===== config.mk =====
export PLATFORM = sky130hd
export DESIGN_NAME = pwm_capture
export DESIGN_NICKNAME = d
export VERILOG_FILES = /design/src/rtl/pwm_pkg.sv /design/src/rtl/sync_edge.sv /design/src/rtl/pwm_capture.sv
export SDC_FILE = /design/constraint.sdc
export NUM_CORES = 1
export LEC_CHECK = 0
export ABC_CLOCK_PERIOD_IN_PS = 2500
export CORE_MARGIN = 10
export CORE_UTILIZATION = 55
export CTS_BUF_LIST = sky130_fd_sc_hd__clkbuf_4
export DETAILED_ROUTE_END_ITERATION = 6
export DONT_BUFFER_PORTS = 1
export HOLD_SLACK_MARGIN = 0.06
export PLACE_DENSITY = 0.7
export REMOVE_ABC_BUFFERS = 1
export SLEW_MARGIN = 20
export SYNTH_ARGS = -nofsm -noshare
export SYNTH_HDL_FRONTEND = slang
export SYNTH_SLANG_ARGS = --single-unit

===== constraint.sdc =====
create_clock -name clk -period 2.5 [get_ports clk]
set_input_delay 0.375 -clock clk [delete_from_list [all_inputs] [get_ports clk]]
set_output_delay 0.375 -clock clk [all_outputs]
set_load 0.02 [all_outputs]

===== src/rtl/pwm_pkg.sv =====
// pwm_pkg: constants shared by the PWM generators and the PWM capture block.
package pwm_pkg;
   localparam int PWM_WIDTH = 12;
   typedef enum logic [1:0] {ACQ = 2'd0, MEAS_HIGH = 2'd1, MEAS_LOW = 2'd2} cap_state_t;
endpackage


===== src/rtl/sync_edge.sv =====
// sync_edge: two-flop synchronizer plus history flop with rise/fall detect.
module sync_edge (
   input  logic clk,
   input  logic rst_n,
   input  logic d,
   output logic s,
   output logic rise,
   output logic fall
);
   logic meta, prev;
   always_ff @(posedge clk or negedge rst_n) begin
      if (!rst_n) begin
         meta <= 1'b0;
         s    <= 1'b0;
         prev <= 1'b0;
      end else begin
         meta <= d;
         s    <= meta;
         prev <= s;
      end
   end
   assign rise = s & ~prev;
   assign fall = ~s & prev;
endmodule


===== src/rtl/pwm_capture.sv =====
// pwm_capture: measures high time and period of each PWM cycle in clocks,
// reporting a stuck level by timeout when no rising edge arrives.
module pwm_capture
   import pwm_pkg::*;
#(
   parameter int CNT_WIDTH = 16
) (
   input  logic                 clk,
   input  logic                 rst_n,
   input  logic                 pwm_in,
   output logic [CNT_WIDTH-1:0] high_cnt,
   output logic [CNT_WIDTH-1:0] period_cnt,
   output logic                 valid,
   output logic                 stuck,
   output logic                 level
);
   localparam logic [CNT_WIDTH-1:0] MAX = '1;
   localparam logic [CNT_WIDTH-1:0] ONE = {{(CNT_WIDTH-1){1'b0}}, 1'b1};
   logic s, rise, fall, pub, tmo;
   cap_state_t state, state_nx;
   logic [CNT_WIDTH-1:0] cnt, cnt_nx, hi, hi_nx;
   sync_edge u_sync (
      .clk  (clk),
      .rst_n(rst_n),
      .d    (pwm_in),
      .s    (s),
      .rise (rise),
      .fall (fall)
   );
   // A rise always wins over the timeout, so a period of exactly MAX still publishes.
   always_comb begin
      state_nx = state;
      cnt_nx   = cnt;
      hi_nx    = hi;
      pub      = 1'b0;
      tmo      = 1'b0;
      if (rise) begin
         cnt_nx   = ONE;
         hi_nx    = ONE;
         state_nx = MEAS_HIGH;
         pub      = (state == MEAS_LOW);
      end else if (cnt == MAX) begin
         tmo      = !(state == ACQ && stuck);
         state_nx = ACQ;
      end else begin
         cnt_nx = cnt + 1'b1;
         if (state == MEAS_HIGH) begin
            if (fall) state_nx = MEAS_LOW;
            else hi_nx = hi + 1'b1;
         end
      end
   end
   always_ff @(posedge clk or negedge rst_n) begin
      if (!rst_n) begin
         state      <= ACQ;
         cnt        <= '0;
         hi         <= '0;
         high_cnt   <= '0;
         period_cnt <= '0;
         valid      <= 1'b0;
         stuck      <= 1'b0;
         level      <= 1'b0;
      end else begin
         state <= state_nx;
         cnt   <= cnt_nx;
         hi    <= hi_nx;
         valid <= pub | tmo;
         if (pub) begin
            period_cnt <= cnt;
            high_cnt   <= hi;
            stuck      <= 1'b0;
         end else if (tmo) begin
            period_cnt <= MAX;
            high_cnt   <= s ? MAX : '0;
            level      <= s;
            stuck      <= 1'b1;
         end
      end
   end
endmodule


==> metrics.md <==
| Metric | Value |
|---|---|
| Clock Skews | 0.00871 ns |
| Post-synthesis cell type with the largest combined area | dfrtp_1 |
| Clk_lat worst skew | 0.41 ns |
| Largest family of logic cells by synthesized area | compound AO/OA/AOI/OAI gates |
| Worst hold endpoint | u_sync.s |
| Die area | 0.00996 mm^2 |
| Synth Area in XOR/XNOR | 1.00% |
| Crit Path Max Fanout | 13 |
| Synth top area share | 51.4% |
| Fillers | 519 |
| Most frequent cells in the layout | dfrtp_1 (72), nor2_1 (55), a21oi_1 (39) |
| Drt pass-1 iters | 4 |
| Final Non-Filler Cells | 448 |
| Starting Density | 55.8% |
| Post-synth EDFFs | 0 |
| Post_cts resized | 0 |
| TritonCTS clock tree | done |
| Hold Crit Depth | 0 |
| Grt met3 use | under 10% |
| Vias | 2,807 |
| First-iteration detailed-routing DRC count | 149 |
| Total power | 0.00355 W |
| Predominant post-synthesis flop cell | dfrtp_1 |
| IO Pins | 38 |
| Avg WL per Cell | 18.3 um |
| Dpl cell area | 0.00358 mm^2 |
| RD Place Congestion | slightly above 0.8 |
| Post-Place Setup Slack | between 0.3 and 0.4 ns |
| Crit path launch type | flip-flop |
| Longest Clk Path Bufs | 2 |
| CP Data Required Time | 2.79 ns |
| First-pass GRT wire length | around 14 mm |
| R2r worst-path depth | 6 |
| Leak | roughly 1.7 nW |
| Final Util | approximately three fifths |
| Post-synthesis mux area share | 0.643% |
| CTS root buffer | clkbuf_4 |
| Most crowded layer after global routing | met2 |
| Worst Slack Setup Final | between 0.3 and 0.4 ns |
| DP HPWL | about 5.3 mm |
| Seq. cell area | 0.00180 mm^2 |
| Total Nets Final | between 300 and 400 |
| Post-Synth Adder-Cell Area | 1.43% |
| Post-synth cell types | 55 |
| Yosys reg bits | 72 |
| Largest net degree at the start of global routing | 73 |
| Post-Syn Area per Cell | 9.60 um^2 |
| Hold Vio Cnt, Final | 0 |
| DRC viols | 0 |
| Max-slew headroom | 55.9% |
| Worst flop-to-flop path startpoint | cnt[1] |
| Design area | 0.00378 mm^2 |
| DIE HEIGHT | approximately 100 um |
| Post-layout min period | between 2 and 2.5 ns |
| Post-synthesis cell area | 0.00350 mm^2 |
| WP data arrival | ~2.4 ns |
| Vias per std cell | 6.27 |
| Synth-to-Final Area Change | 8.00% |
| R2r setup slk | 0.36 ns |
| Vias in the first global route | roughly 2,700 |
| Peak VDD IR | 0.511 mV |
| Cell area power density | 938 mW/mm^2 |
| Fmax | 466 MHz |
| Overall Global Routing Usage | 16.8% |
| Grt met2 use | 26.6% |
| Worst min path class | reg2reg |
| Status | finished clean |
| Sequential area share after synthesis | 51.4% |
| CP Capture Type | flip-flop |
| Unrepaired setup endpoints after global routing | false |
| Crit Path Class | reg2reg |
| Max Slew Vio Count | 0 |
| Buffers inserted by post-CTS timing repair | 0 |
| # setup viols final | 0 |
| Area of the multi-input gates | 0.00154 mm^2 |
| Worst slew pin tran | ~0.66 ns |
| Synth warnings | 0 |
| Initial antenna violation count | 0 |
| IO Port Bufs | 0 |
| Antenna Nets Post-Route | 0 |
| Post-synth ARST share | 100% |
| Share of layout cells above drive strength 1 | 11.3% |
| Cells after Synth | 365 |
| Cell row count | 29 |
| Die W | around 100 um |
| H-Tree Depth | 3 |
| Leading cell type in the layout, fill and taps excluded | dfrtp_1 |
| Worst r2r dst | high_cnt[12] |
| Post-Route WL | 8.22 mm |
| Synth area leaders | dfrtp_1 (51%), nor2_1 (5.9%), a21oi_1 (5.6%), o31ai_1 (4.3%), o21ai_0 (2.0%) |
| Crit share post-route | 85.8% |
| Clock sink total | just over 70 |
| N_diodes | 0 |
| Max Cap Violations | 0 |
| Total global routing overflow | 0 |
| Placed instance count | roughly 430 |
| Synth Area in Compound Gates | 20.5% |
| M1 GR Usage | around a fifth |
| Post-synthesis simple-gate area fraction | around a fifth |
| Hold path start | u_sync.meta |
| Core area | 0.00628 mm^2 |
| Clock-pin slew on the worst setup and hold paths | 0.11 ns |
| Cts bufs inserted | 9 |
-- repair_timing --
| action | 4_1_cts | 5_1_grt |
|---|---|---|
| endpoints found under the hold margin | 73 | 0 |
| hold buffers | 3 | 0 |
| setup endpoints to repair | 0 | 0 |
-- cell type report --
class | count | share of cell area (%)
Clock buffer | 10 | 1.98
Clock inverter | 6 | 2.22
Inverter | 9 | 0.893
Multi-Input combinational cell | 259 | 40.8
Sequential cell | 72 | 47.6
Tap cell | 77 | 2.55
Timing Repair Buffer | 15 | 3.97
-- sequential cells by signal, indices dropped and copies added (netlist names) --
name	cells
period_cnt	16
stuck	1
valid	1
state	2
cnt	16
high_cnt	16
level	1
u_sync.meta	1
u_sync.prev	1
u_sync.s	1
hi	16
-- metal layers --
metal / vias up / wire [um]
met5: - / 0
met4: 0 / 111
met3: 9 / 492
met2: 75 / 4060
met1: 1385 / 3550
li1: 1338 / -
-- worst max-delay path by stage --
stage                     cells after the start  slack (ns)           end   startpoint
after global placement                        7        0.43         hi[5]       cnt[0]
after floorplan                               6       -0.26  high_cnt[11]  u_sync.prev
after global routing                          6        0.18        hi[12]       cnt[0]
after CTS                                     7        0.35         hi[5]       cnt[0]
final                                         6        0.36  high_cnt[12]       cnt[1]
after detailed placement                      7        0.38         hi[5]       cnt[0]
-- metrics by stage --
stage / TNS, ns / hold slack, ns
6_report: 0 / 0.360
4_1_cts: 0 / 0.361
3_3_place_gp: 0 / 0.0821
5_1_grt: 0 / 0.389
3_5_place_dp: 0 / 0.0822
2_1_floorplan: -3.63 / 0.0794
-- worst max-delay path, stage by stage (launching register included) --
cell     delay (ns)
dfrtp_1        0.47
ha_1           0.28
nand4_4        0.17
or4_1          0.62
buf_4          0.22
o21ai_0        0.18
a22oi_1        0.09
-- cell usage after synthesis (4+ instances only) --
cell type	count
nor2b_1	4
a22oi_1	4
dfrtp_1	72
clkbuf_1	15
o21ai_1	12
a31oi_1	5
a41oi_1	5
nand3_1	10
a21oi_1	39
and3_1	5
inv_1	9
buf_2	4
nand2_1	17
nor3_1	5
nand4_1	6
o21ai_0	14
o31ai_1	20
ha_1	4
nor2_1	55
-- power breakdown --
part	internal (W)	switching [W]	leakage (nW)	total [W]
registers	0.00149	0.000628	0.915	0.00212
clock network	0.000412	0.000413	0.0800	0.000824
logic	0.000283	0.000326	0.683	0.000609
-- logic make-up (layout without fill, tap and decap cells) --
logic type | Yosys count | in the layout
buffers and inverters | 34 | 40
adder cells (fa/ha/maj) | 4 | 4
XOR/XNOR | 4 | 4
AO/OA/AOI/OAI | 116 | 116
multiplexers | 2 | 2
flip-flops | 72 | 72
AND/OR/NAND/NOR | 133 | 133
Note: power is estimated with default switching activity, not from simulation.
